--- config.mk ---
export PLATFORM = sky130hd
export DESIGN_NAME = sigma_mem_responder
export DESIGN_NICKNAME = d
export VERILOG_FILES = /design/src/rtl/sigma_mem_responder_pkg.sv /design/src/rtl/sigma_ram_sp.sv /design/src/rtl/sigma_mem_responder.sv
export SDC_FILE = /design/constraint.sdc
export NUM_CORES = 2
export LEC_CHECK = 0
export ABC_CLOCK_PERIOD_IN_PS = 5580
export CAP_MARGIN = 10
export CORE_AREA = 2 2 510 512
export DETAILED_ROUTE_END_ITERATION = 8
export DIE_AREA = 0 0 512 514
export PLACE_DENSITY_LB_ADDON = 0.25
export SYNTH_ARGS = -nofsm -noshare
export SYNTH_HDL_FRONTEND = slang
export SYNTH_SLANG_ARGS = --single-unit
--- constraint.sdc ---
create_clock -name clock -period 5.58 [get_ports clock]
set_input_delay 0.837 -clock clock [delete_from_list [all_inputs] [get_ports clock]]
set_output_delay 0.837 -clock clock [all_outputs]
set_load 0.05 [all_outputs]
--- src/rtl/sigma_mem_responder_pkg.sv ---
// sigma_mem_responder_pkg: shared bus widths and FSM state encoding for the Sigma memory responder
package sigma_mem_responder_pkg;
  localparam int SIGMA_ADDR_W = 17;
  localparam int SIGMA_WORD_W = 32;
  typedef enum logic [1:0] {ST_IDLE = 2'd0, ST_WAIT = 2'd1, ST_ACK = 2'd2} state_e;
endpackage

--- src/rtl/sigma_ram_sp.sv ---
// sigma_ram_sp: single-port synchronous RAM, one write or one registered read per enabled edge
module sigma_ram_sp
  import sigma_mem_responder_pkg::*;
#(
  parameter int    DEPTH_LOG2 = 7,
  parameter string INIT_FILE  = ""
) (
  input  logic                    clk,
  input  logic                    en,
  input  logic                    we,
  input  logic [DEPTH_LOG2-1:0]   addr,
  input  logic [SIGMA_WORD_W-1:0] wdata,
  output logic [SIGMA_WORD_W-1:0] rdata
);
  logic [SIGMA_WORD_W-1:0] mem [2**DEPTH_LOG2];
  logic [SIGMA_WORD_W-1:0] dout_d, dout_q;
  initial begin
    for (int i = 0; i < 2**DEPTH_LOG2; i++) mem[i] = '0;
  end
  always_comb dout_d = (en && !we) ? mem[addr] : dout_q;
  always_ff @(posedge clk) begin
    if (en && we) mem[addr] <= wdata;
    dout_q <= dout_d;
  end
  assign rdata = dout_q;
endmodule

--- src/rtl/sigma_mem_responder.sv ---
// sigma_mem_responder: req/ack RAM responder with wait states, range checking and transaction counters
module sigma_mem_responder
  import sigma_mem_responder_pkg::*;
#(
  parameter int    DEPTH_LOG2  = 7,
  parameter int    WAIT_STATES = 2,
  parameter string INIT_FILE   = ""
) (
  input  logic         clock,
  input  logic         reset,
  input  logic         req,
  input  logic         we,
  input  logic [15:31] address,
  input  logic [0:31]  wdata,
  output logic         ack,
  output logic [0:31]  rdata,
  output logic         err,
  output logic         busy,
  output logic [15:0]  rd_count,
  output logic [15:0]  wr_count
);
  localparam int CW = WAIT_STATES > 1 ? $clog2(WAIT_STATES) : 1;
  localparam logic [CW-1:0] CNT_LOAD = CW'(WAIT_STATES > 0 ? WAIT_STATES - 1 : 0);
  state_e state_q, state_d;
  logic [CW-1:0] cnt_q, cnt_d;
  logic [SIGMA_ADDR_W-1:0] addr_q, addr_d;
  logic [SIGMA_WORD_W-1:0] wdata_q, wdata_d, ram_dout;
  logic [15:0] rd_count_q, rd_count_d, wr_count_q, wr_count_d;
  logic we_q, we_d, oob_q, oob_d, ack_q, ack_d, err_q, err_d, busy_q, busy_d, rzero_q, rzero_d;
  logic commit;
  always_comb begin
    state_d    = state_q;
    cnt_d      = cnt_q;
    addr_d     = addr_q;
    wdata_d    = wdata_q;
    we_d       = we_q;
    oob_d      = oob_q;
    rd_count_d = rd_count_q;
    wr_count_d = wr_count_q;
    if (state_q == ST_IDLE && req) begin
      addr_d  = address;
      wdata_d = wdata;
      we_d    = we;
      oob_d   = |addr_d[SIGMA_ADDR_W-1:DEPTH_LOG2];
      state_d = WAIT_STATES > 0 ? ST_WAIT : ST_ACK;
      cnt_d   = CNT_LOAD;
    end else if (state_q == ST_WAIT) begin
      cnt_d   = cnt_q - CW'(1);
      state_d = cnt_q == '0 ? ST_ACK : ST_WAIT;
    end else if (state_q == ST_ACK) begin
      state_d    = ST_IDLE;
      rd_count_d = rd_count_q + {15'd0, !we_q && rd_count_q != 16'hFFFF};
      wr_count_d = wr_count_q + {15'd0, we_q && wr_count_q != 16'hFFFF};
    end
    // Commit uses the _d copies so a zero-wait-state capture commits on the same edge
    commit  = state_d == ST_ACK && state_q != ST_ACK && !reset;
    ack_d   = state_d == ST_ACK;
    err_d   = ack_d && oob_d;
    busy_d  = state_d != ST_IDLE;
    rzero_d = (commit && !we_d) ? oob_d : rzero_q;
  end
  always_ff @(posedge clock) begin
    if (reset) begin
      state_q    <= ST_IDLE;
      cnt_q      <= '0;
      addr_q     <= '0;
      wdata_q    <= '0;
      we_q       <= 1'b0;
      oob_q      <= 1'b0;
      ack_q      <= 1'b0;
      err_q      <= 1'b0;
      busy_q     <= 1'b0;
      rzero_q    <= 1'b1;
      rd_count_q <= '0;
      wr_count_q <= '0;
    end else begin
      state_q    <= state_d;
      cnt_q      <= cnt_d;
      addr_q     <= addr_d;
      wdata_q    <= wdata_d;
      we_q       <= we_d;
      oob_q      <= oob_d;
      ack_q      <= ack_d;
      err_q      <= err_d;
      busy_q     <= busy_d;
      rzero_q    <= rzero_d;
      rd_count_q <= rd_count_d;
      wr_count_q <= wr_count_d;
    end
  end
  sigma_ram_sp #(.DEPTH_LOG2(DEPTH_LOG2), .INIT_FILE(INIT_FILE)) u_ram (
    .clk  (clock),
    .en   (commit && !oob_d),
    .we   (we_d),
    .addr (addr_d[DEPTH_LOG2-1:0]),
    .wdata(wdata_d),
    .rdata(ram_dout)
  );
  assign ack      = ack_q;
  assign err      = err_q;
  assign busy     = busy_q;
  assign rdata    = rzero_q ? '0 : ram_dout;
  assign rd_count = rd_count_q;
  assign wr_count = wr_count_q;
endmodule
# Word-level counts from Yosys, hierarchy flattened
# Memory sizes are Yosys's and may differ from the RTL's. A register that Yosys moved wholly into a read port is not among the register bits.
# Cells that the tools add are included.
# word_totals
regBits	80
ram_bits	4096
in_bits	53
output_inout_bits	67
n_memories	1
# memory_table
name	depth	width	rd	rd_clocked_by_memory_dff	write_ports	line_no	source
u_ram.mem	128	32	1	1	1	sigma_ram_sp.sv:15	logic [SIGMA_WORD_W-1:0] mem [2**DEPTH_LOG2];
# classes
addsub	3
eq_ne	6
muxes	13
bitwise	2
n_reduce_logical	19
# op_table
op	n
$mux 32	2
$add 16x1->16	2
$ne 16x16->1 const B	2
$logic_and 1x1->1	10
$reduce_or 10->1	1
$mux 2	4
$mux 7	1
$mux 1	6
$eq 2x2->1 const B	2
$logic_not 1->1	4
$reduce_bool 2->1	2
$reduce_and 3->1	1
$eq 2x1->1 const B	1
$logic_not 2->1	1
$ne 2x2->1 const B	1
$not 1->1	2
$sub 1x1->1 const B	1

# Depth between registers and ports, before layout
# logic_depth
depth_word	11
mapped_depth	14

# Hierarchy
# From an unflattened synthesis, not the netlist that was laid out.
# unflattened
cells_unflattened	9335
area_unflattened_um2	161666.3
# by_module_without_submodules
mod	n_inst	cells_each	area_per_inst_um2
sigma_ram_sp	1	8968	158067.8
sigma_mem_responder	1	367	3598.5

# Least setup slack after synthesis
# No wires, ideal clock.
# synth_path
kind	input port to flip-flop
start	in req
end	mem u_ram.mem[0][0] (enable)
arrival_time_ps	4386
t_required_ps	5159
slack_ps	773
stages	10
cell_sequence	or3b_1 > buf_4 > mux2i_2 > buf_2 > clkbuf_1 > buf_2 > buf_2 > nand3_1 > clkbuf_1 > nor2_1
# synth_between
elab_chain_len	9
# synth_rtl
item	line_no	source
start, declared	sigma_mem_responder.sv:11	input logic req,
$logic_and 1x1->1 *	sigma_mem_responder.sv:40	if (state_q == ST_IDLE && req) begin
$mux 2	sigma_mem_responder.sv:40	
$eq 2x2->1	sigma_mem_responder.sv:56	commit = state_d == ST_ACK && state_q != ST_ACK && !reset;
$logic_and 1x1->1 (2 in series)	sigma_mem_responder.sv:56	
$logic_and 1x1->1	sigma_mem_responder.sv:93	.en (commit && !oob_d),
$logic_and 1x1->1	sigma_ram_sp.sv:22	if (en && we) mem[addr] <= wdata;
$mux 1	sigma_ram_sp.sv:22	
$mux 1 (not written as such)	sigma_ram_sp.sv:22	
end, declared	sigma_ram_sp.sv:15	
# Mark *: on every way between the ends. The rest lies on a longest branch, timed or not.

# Worst setup path after layout
# layout_path
start	in req
end	reg u_ram.dout_q[30], in the netlist u_ram.rdata[30], read port of u_ram.mem, data pin
# layout_between
elab_chain_len	7
# layout_rtl
item	line_no	source
$logic_and 1x1->1 *	sigma_mem_responder.sv:40	
$mux 2	sigma_mem_responder.sv:40	
$eq 2x2->1	sigma_mem_responder.sv:56	
$logic_and 1x1->1 (2 in series)	sigma_mem_responder.sv:56	
$logic_and 1x1->1	sigma_mem_responder.sv:93	
$logic_and 1x1->1	sigma_ram_sp.sv:20	always_comb dout_d = (en && !we) ? mem[addr] : dout_q;
end, declared	sigma_ram_sp.sv:16	logic [SIGMA_WORD_W-1:0] dout_d, dout_q;
# Marked as above.
# A chain may end at the register's enable or synchronous reset.

==> flow_summary.json <==
{
  "criticalPathCategory": "input port to flop",
  "clkTransAtPathRegs_ns": 0.06,
  "gp_congestion": 0.900,
  "remaining_drc_errors": 0,
  "dp.final_hpwl_mm": 250,
  "switchingPower_mw": 15.9,
  "outcome": "finished clean",
  "power_density_nw_per_um2": 369,
  "std_cell_rows": 187,
  "cts.path.max_buffers": 4,
  "insertion_delay_ns": 0.96,
  "die_w_um": 512,
  "rsz0062_at_grt": "no",
  "setup_viol": 0,
  "hold_class": "input port to flop",
  "first_iter_violations": 16100,
  "cpPeakStageDelay_ns": 0.63,
  "cp_top_family": "buffers and inverters",
  "cp-start-kind": "input port",
  "start_util_pct": 62.6,
  "maxSlewHeadroom_pct": 9.05,
  "drtAntennaViolNets": 0,
  "cp.arrival_ns": 5.56,
  "fin_nets": 10700,
  "ir_drop_v": 0.000283,
  "holdBufCountCts": 0,
  "synth_cell_types": 56,
  "ys.flop_type": "edfxtp_1",
  "pwr-share-comb_pct": 8.6,
  "post_cts_buffers": 0,
  "dpl.cell_count": 13600,
  "yosys_warnings": 0,
  "syn_nets": 10300,
  "crit_path_max_fanout": 35,
  "syn_avg_cell_area_um2": 15.7,
  "leakage_nw": 60.3,
  "cts_resized": 0,
  "synthArstFlopShare_pct": 0,
  "crit_buf_inv": 5,
  "synth_seq_cells": 4208,
  "synth_edf_count": 4128,
  "route.vias.total": 97700,
  "hold_viol_final": 0,
  "worst_pin_slew_ns": 1.36,
  "dr.pass1.iters": 8,
  "switching_share_pct": 23.3,
  "wirelength_mm": 452,
  "clkPwrFrac_pct": 39.7,
  "h-tree-depth": 5,
  "cp_slowest_cell": "mux2_8",
  "cts-root-buf": "clkbuf_16",
  "layout_worst_path_cycle_share_pct": 90.4,
  "die_area_um2": 263000,
  "mappedNetlistArea_um2": 161000,
  "fillers": 15200,
  "syn_inst": 10300,
  "grtUsageTotal_pct": 33.9,
  "required_ns": 6.09,
  "grt_max_degree": 183,
  "multi_input_area_um2": 34900,
  "cts_made_buffers": 409,
  "viasPerCell": 6.79,
  "clock_sinks": 4208,
  "min_period_ns": 5.05,
  "cts_tree": "done",
  "wl_per_cell_um": 31.4,
  "area_growth_pct": 14.3,
  "ff_latch_area_um2": 126000,
  "crit_chain": "clkdlybuf4s50_1 > or3b_4 > mux2_8 > buf_12 > buf_12 > buf_4 > mux2i_1 > o22ai_1 > nor4_1 > buf_4 > a41o_1 > o211ai_1",
  "maxSlewViolCount": 0,
  "power_frac_seq_pct": 51.7,
  "drive_gt1_share_pct": 13.8,
  "grt_pass1_wl_mm": 646,
  "die_h_um": 514,
  "ys_seq_area_share_pct": 77.8,
  "gr-total-overflow": 0,
  "fin_skew_ns": 0.0599,
  "core_um2": 258000,
  "setup_tns_ns": 0,
  "first_global_vias": 93800,
  "fmax_ghz": 0.198,
  "antenna_found_initial": 37,
  "drv_cap": 0,
  "internal_power_mw": 52.3,
  "portBuffers": 119,
  "end_kind": "flop",
  "io_pins": 120,
  "fin_cells": 14400
}
-- layout make-up --
| class | count | area share, % |
|---|---|---|
| clock buffer | 494 | 5.75 |
| tap | 3402 | 2.31 |
| sequential | 4208 | 68.0 |
| timing repair buffer | 589 | 3.74 |
| antenna | 21 | 0.0285 |
| clock inverter | 246 | 1.28 |
| inverter | 2 | 0.00407 |
| multi-input combinational | 5422 | 18.9 |
-- power by group through the flow --
| stage | combinational (mW) | clock [mW] | sequential [mW] |
|---|---|---|---|
| after floorplan | 3.20 | 0 | 36.1 |
| after global placement | 5.48 | 0 | 36.0 |
| after detailed placement | 5.68 | 0 | 36.0 |
| after CTS | 5.72 | 27.1 | 35.3 |
| after global routing | 6.11 | 28.3 | 35.3 |
| final | 5.86 | 27.0 | 35.3 |
-- metal layers --
| layer | track usage (%) | routed length, um |
|---|---|---|
| met4 | 17.1 | 25800 |
| met3 | 7.03 | 59400 |
| met1 | 47.7 | 161000 |
| met5 | 0 | 105 |
| met2 | 51.1 | 206000 |
-- stage by stage --
stage / setup WS (ns) / power [mW] / area, um^2 / hold WS, ns / util (%)
finish: 0.533 / 68.2 / 185000 / 0.342 / 71.5
CTS: 0.635 / 68.1 / 185000 / 0.293 / 71.5
floorplan: 0.773 / 39.3 / 161000 / 0.444 / -
global placement: -1.04 / 41.4 / 171000 / 0.477 / 66.4
detailed placement: -0.337 / 41.6 / 172000 / 0.498 / 66.5
global route: 0.457 / 69.7 / 185000 / 0.344 / 71.5
-- Yosys cell counts (4+ instances only) --
cell	count	area [um^2]
buf_1	80	300
a2111oi_0	30	263
nand2_1	2234	8390
nor2_1	174	653
or4_1	32	240
nor3b_1	5	37.5
o21ai_0	14	70.1
nand4_1	169	1060
mux2i_1	523	5240
a32o_1	30	300
xor2_1	18	158
mux4_2	257	5790
ha_1	4	50.1
buf_2	175	876
a32oi_1	60	526
a222oi_1	30	300
a22oi_1	63	473
nand3_1	686	3430
a21oi_1	516	2580
a31oi_1	137	857
and3_1	6	37.5
mux2_2	4	45.0
nand2b_1	10	62.6
nor3_1	71	355
nor2b_1	36	225
o2111ai_1	30	263
clkbuf_1	372	1400
o22ai_1	163	1020
nor4_1	37	231
nand3b_1	41	308
edfxtp_1	4128	124000
dfxtp_1	80	1600
or3_1	9	56.3
-- worst reg2reg max path: stages (launching register included) --
cell and delay [ns]:
dfxtp_1 0.38, or3b_4 0.57, mux2_8 0.65, buf_12 0.36, buf_12 0.19, buf_4 0.25, mux2i_1 0.62, o22ai_1 0.42
nor4_1 0.39, buf_4 0.21, a41o_1 0.18, o211ai_1 0.39
-- path summary, 6_finish.rpt --
path	start	end	slack (ns)	cells past startpoint
worst max-delay path	req	u_ram.rdata[30]	0.53	12
worst min-delay path	reset	ack	0.34	3
worst max register to register	state_q[1]	u_ram.rdata[30]	0.55	11
worst min register to register	wr_count[6]	wr_count[6]	0.51	2
-- registers in the layout, summed over array words and instances, names as in the netlist --
signal / cells
ack: 1
addr_q: 7
busy: 1
cnt_q: 1
err: 1
oob_q: 1
rd_count: 16
rzero_q: 1
state_q: 2
u_ram.mem: 4096
u_ram.rdata: 32
wdata_q: 32
we_q: 1
wr_count: 16
-- logic make-up (layout without fill, tap and decap cells) --
kind of cell,count (synthesis),in the layout,synth area share (%)
compound gates,1093,1093,4.22
xor+xnor,21,21,0.114
fa+ha+maj,4,4,0.0310
buf+inv,634,1331,1.63
flops,4208,4208,77.8
mux,786,786,6.87
other cells,0,21,0
simple gates,3518,3518,9.38
-- layout by cell type, fill, tap and decap left out, types with 13 or more instances in the layout --
master	count
a2111oi_0	17
a21oi_1	516
a222oi_1	30
a22oi_1	63
a31oi_1	135
a32o_1	30
a32oi_1	60
buf_12	176
buf_4	286
bufinv_16	39
clkbuf_1	82
clkbuf_16	412
clkdlybuf4s50_1	118
clkinv_1	91
clkinv_2	84
clkinvlp_4	13
dfxtp_1	80
diode_2	21
edfxtp_1	4128
mux2i_1	518
mux4_2	257
nand2_1	2191
nand2_4	37
nand3_1	678
nand3b_1	41
nand4_1	169
nor2_1	44
nor2_4	130
nor2b_1	36
nor3_1	62
nor4_1	37
o2111ai_1	30
o21ai_0	13
o22ai_1	163
or4_1	32
xor2_1	18
(Power assumes the default switching activity.)
